### config.mk
export PLATFORM = sky130hd
export DESIGN_NAME = norm_adj_arbiter
export DESIGN_NICKNAME = d
export VERILOG_FILES = /design/src/rtl/norm_adj_arbiter.sv
export SDC_FILE = /design/constraint.sdc
export NUM_CORES = 1
export LEC_CHECK = 0
export BUFFER_PORTS_ARGS = -buffer_cell sky130_fd_sc_hd__buf_2
export CAP_MARGIN = 20
export CORE_MARGIN = 8
export CORE_UTILIZATION = 44
export DETAILED_ROUTE_END_ITERATION = 10
export PLACE_DENSITY = 0.81
export SLEW_MARGIN = 20
export SYNTH_ARGS = -nofsm -noshare
export SYNTH_HDL_FRONTEND = slang
export SYNTH_SLANG_ARGS = --single-unit
### constraint.sdc
create_clock -name clk -period 2.33 [get_ports clk]
set_clock_uncertainty 0.2 [all_clocks]
set_input_delay 0.233 -clock clk [delete_from_list [all_inputs] [get_ports clk]]
set_output_delay 0.233 -clock clk [all_outputs]
set_load 0.05 [all_outputs]
### src/rtl/norm_adj_arbiter.sv
// Round-robin arbiter sharing one exponent-adjust unit among vector lanes,
// with a 2-entry lane-tagged result FIFO towards the rounding stage.
module norm_adj_arbiter #(
    parameter int LANES  = 4,
    parameter int LANE_W = 2,
    parameter int EXP_W  = 10,
    parameter int LZ_W   = 7
) (
    input  logic                    clk,
    input  logic                    rst_n,
    input  logic [LANES-1:0]        req_valid,
    output logic [LANES-1:0]        req_ready,
    input  logic [LANES*EXP_W-1:0]  req_exp,
    input  logic [LANES*LZ_W-1:0]   req_lz,
    output logic [EXP_W-1:0]        adj_exp_tmp,
    output logic [LZ_W-1:0]         adj_lz,
    input  logic [EXP_W-1:0]        adj_exp_norm,
    output logic                    res_valid,
    input  logic                    res_ready,
    output logic [LANE_W-1:0]       res_lane,
    output logic [EXP_W-1:0]        res_exp,
    output logic                    res_uf
);

    logic [1:0]        count_reg;
    logic              rd_ptr_reg;
    logic              wr_ptr_reg;
    logic [LANE_W-1:0] rr_ptr_reg;
    logic [LANE_W-1:0] fifo_lane_reg [2];
    logic [EXP_W-1:0]  fifo_exp_reg  [2];

    logic [EXP_W-1:0]  lane_exp [LANES];
    logic [LZ_W-1:0]   lane_lz  [LANES];

    logic              push;
    logic              pop;
    logic              can_accept;
    logic              grant_any;
    logic [LANE_W-1:0] grant_idx;

    assign res_valid  = (count_reg != 2'd0);
    assign pop        = res_valid & res_ready;
    // A full FIFO still accepts when the head is leaving in the same cycle.
    assign can_accept = (count_reg != 2'd2) | pop;
    assign push       = grant_any;

    genvar gi;
    generate
        for (gi = 0; gi < LANES; gi++) begin : g_lane
            assign lane_exp[gi]  = req_exp[gi*EXP_W +: EXP_W];
            assign lane_lz[gi]   = req_lz[gi*LZ_W +: LZ_W];
            assign req_ready[gi] = grant_any && (grant_idx == LANE_W'(gi));
        end
    endgenerate

    // Scan lanes starting at rr_ptr; index arithmetic wraps since LANES is 2^LANE_W.
    always_comb begin
        logic [LANE_W-1:0] cand;
        grant_any = 1'b0;
        grant_idx = '0;
        cand      = '0;
        if (rst_n && can_accept) begin
            for (int k = 0; k < LANES; k++) begin
                cand = rr_ptr_reg + LANE_W'(k);
                if (!grant_any && req_valid[cand]) begin
                    grant_any = 1'b1;
                    grant_idx = cand;
                end
            end
        end
    end

    assign adj_exp_tmp = grant_any ? lane_exp[grant_idx] : '0;
    assign adj_lz      = grant_any ? lane_lz[grant_idx]  : '0;

    assign res_lane = fifo_lane_reg[rd_ptr_reg];
    assign res_exp  = fifo_exp_reg[rd_ptr_reg];
    assign res_uf   = fifo_exp_reg[rd_ptr_reg][EXP_W-1];

    always_ff @(posedge clk or negedge rst_n) begin
        if (!rst_n) begin
            count_reg  <= 2'd0;
            rd_ptr_reg <= 1'b0;
            wr_ptr_reg <= 1'b0;
            rr_ptr_reg <= '0;
            for (int i = 0; i < 2; i++) begin
                fifo_lane_reg[i] <= '0;
                fifo_exp_reg[i]  <= '0;
            end
        end else begin
            if (push) begin
                fifo_lane_reg[wr_ptr_reg] <= grant_idx;
                fifo_exp_reg[wr_ptr_reg]  <= adj_exp_norm;
                wr_ptr_reg                <= ~wr_ptr_reg;
                rr_ptr_reg                <= grant_idx + LANE_W'(1);
            end
            if (pop) begin
                rd_ptr_reg <= ~rd_ptr_reg;
            end
            case ({push, pop})
                2'b10:   count_reg <= count_reg + 2'd1;
                2'b01:   count_reg <= count_reg - 2'd1;
                default: count_reg <= count_reg;
            endcase
        end
    end

endmodule

==> out/metrics.yaml <==
maxSlewViolCount: 0
irDropWorstVdd_mv: 0.610
ios: 120
hp-class: "in2reg"
wl_met1_um: 2810
multi_input_area_um2: 1420
route.detailed.drc: 0
comb_power_share: 0.672
power_leakage_uw: 0.00165
met2_length_um: 3850
core_area_um2: 4600
start_kind: "register"
max-slew-margin-rel: 0.602
holdCritStartpoint: "adj_exp_norm[1]"
antenna_found_initial: 0
dpl_worst_slack_ps: 69.3
grt_start_max_net_pins: 31
synth_nets: 263
syn_avg_cell_area_um2: 11.9
tightest_slew_ps: 597
nFillCells: 281
initial_core_util: 0.447
cts_root_buffer: "clkbuf_8"
cp-end-kind: "output pin"
grt_pass1_wl_um: 10900
highest_layer: "met4"
cts_tree: "yes"
post-dp-hpwl_um: 4900
cap_violations: 0
vias: 2006
r2r_start: "rr_ptr_reg[1]$_DFFE_PN0P_"
clk_latency_ps: 280
synth.distinct_cells: 31
holdWs_ps: 1.29
postSynthCellCount: 173
pwr-share-seq: 0.214
route.detailed.wl_per_inst_um: 19.4
via_per_inst: 5.32
period_share: 1.13
largest_reg_flops: 20
regArea_um2: 752
cts_made_buffers: 5
setup_slack_ps: -310
path_class: "reg2out"
p_sw_frac: 0.478
status: "complete, but fails checks"
ys_warn_count: 0
numPortBuffers: 119
fp.dieArea_um2: 7110
setup_viol: 21
gp_congestion: 0.814
htreeDepth: 2
violations: "setup timing"
p_sw_uw: 2210
worstPathArrival_ps: 2210
first_global_vias: 2249
ctsLongestPathBuffers: 2
path_clk_slew_ps: 60
fmax_mhz: 379
antennaDiodeCount: 0
grt_use_total: 0.189
power_frac_clock: 0.114
dr.pass1.iters: 4
cp_max_fo: 6
die_h_um: 84.3
nets: 413
rows: 25
power_per_cell_area_nw_per_um2: 1350
fin_crit_ps: 2640
cts_sinks: 30
grt.overflow.total: 0
drtIter0Drc: 70
utilization: 0.747
ys_ff_latch: 30
yosysSeqAreaShare: 0.365
area_delta_synth_final_pct: 67.2
final_layout_size_suffix_gt1_frac: 0.666
final.setup.tns_ps: -5180
p_int_uw: 2410
crit_path_start: "rr_ptr_reg[1]$_DFFE_PN0P_"
die-width_um: 84.3
rsz0062_at_grt: "yes"
hold_violations: 0
wl_met3_um: 488
synthesis.area_um2: 2050
ant_nets: 0
wl_um: 7300
cp.required_ps: 1900
-- worst max-delay path: stages, from the launching register on --
cell	delay, ps
dfrtp_2	440
mux2i_2	270
o2bb2ai_2	110
nor4_4	220
buf_4	210
clkbuf_16	160
mux2i_4	240
o22ai_2	100
buf_6	160
-- cell usage in the layout, fill, tap and decap left out, types with 2 or more instances in the layout --
master and instances:
buf_4 23, o22ai_2 13, ha_2 2, clkbuf_16 2, o22ai_1 4, nor2_1 5, dlygate4sd3_1 10, buf_2 98
nand2_1 3, mux2_4 10, xnor2_1 4, dfrtp_1 29, mux2i_1 23, clkbuf_8 6, buf_8 4, buf_6 15
ha_1 2, mux2_2 12, inv_2 4, mux2_1 15, mux2i_2 6, and2_4 4, mux2i_4 5, a21oi_1 5
-- synthesized netlist by cell type --
| library cell | n | area share |
|---|---|---|
| o21a_1 | 1 | 0.0037 |
| o31ai_2 | 1 | 0.0061 |
| nor2_4 | 1 | 0.0055 |
| xnor2_1 | 4 | 0.017 |
| nor4_2 | 2 | 0.012 |
| buf_4 | 4 | 0.015 |
| mux2_4 | 10 | 0.073 |
| a21oi_1 | 5 | 0.012 |
| or2_2 | 1 | 0.0030 |
| buf_8 | 1 | 0.0073 |
| and2_1 | 5 | 0.015 |
| buf_2 | 2 | 0.0049 |
| ha_1 | 5 | 0.030 |
| o22ai_1 | 17 | 0.052 |
| or2_1 | 1 | 0.0030 |
| nor3_1 | 1 | 0.0024 |
| nor2b_1 | 1 | 0.0030 |
| nand2_1 | 3 | 0.0055 |
| o2bb2ai_2 | 1 | 0.0073 |
| inv_2 | 3 | 0.0055 |
| mux2_2 | 12 | 0.066 |
| mux2_1 | 15 | 0.082 |
| inv_1 | 2 | 0.0037 |
| mux2i_1 | 34 | 0.17 |
| nor2_1 | 5 | 0.0091 |
| xor2_1 | 1 | 0.0043 |
| nand2b_1 | 1 | 0.0030 |
| buf_1 | 1 | 0.0018 |
| dfrtp_1 | 30 | 0.37 |
| buf_6 | 2 | 0.011 |
| o32ai_1 | 1 | 0.0043 |
-- through the flow --
stage,area [µm²],cells,total power (µW)
floorplan,2140,173,3100
CTS,3320,374,4510
detailed placement,2870,352,3690
finish,3440,377,4630
global route,3440,377,4840
global placement,2870,352,3640
-- routing by layer --
metal | track usage | vias to the layer above
met2 | 0.337 | 88
met3 | 0.0707 | 13
met1 | 0.192 | 961
li1 | - | 944
met4 | 0.0818 | 0
met5 | 0 | -
-- path summary, 6_finish.rpt --
path                                           endpoint  cells after the start  slack (ps)
setup reg to reg              rr_ptr_reg[1]$_DFFE_PN0P_                      7          50
hold / removal             fifo_exp_reg[11]$_DFFE_PN0P_                      2           1
min in group asynchronous        wr_ptr_reg$_DFFE_PN0P_                      3         370
max in group asynchronous     rr_ptr_reg[1]$_DFFE_PN0P_                      3        1270
hold reg to reg            fifo_exp_reg[11]$_DFFE_PN0P_                      1         290
setup / recovery                         adj_exp_tmp[3]                      8        -310
-- logic make-up (layout without fill, tap and decap cells) --
group,count (synthesis),in the layout,synth area share
multiplexers,71,71,0.387
buffers and inverters,15,165,0.0487
XOR/XNOR,5,5,0.0213
adder cells (fa/ha/maj),5,5,0.0305
AO/OA/AOI/OAI,26,26,0.0853
AND/OR/NAND/NOR,21,21,0.0621
flip-flops,30,30,0.365
-- power by group through the flow --
stage	Sequential, µW	Clock [µW]	Combinational [µW]
global route	1020	567	3250
CTS	977	533	3000
global placement	960	0	2680
detailed placement	978	0	2710
finish	991	527	3110
floorplan	905	0	2200
-- timing repair --
action	in CTS	in global routing
setup endpoints to repair	21	22
pin swaps	3	5
gates resized for setup	52	20
endpoints found under the hold margin	47	0
cloned	2	1
hold buffers	10	0
buffers inserted	4	3
-- final cells by class --
class / count / area share
clock buffers: 6 / 0.0240
clock inverters: 1 / 0.00874
inverters: 5 / 0.00546
multi-input cells: 128 / 0.414
flip-flops and latches: 30 / 0.219
well taps: 54 / 0.0197
repair buffers: 153 / 0.309
No activity file was read; power rests on OpenSTA's default activity.
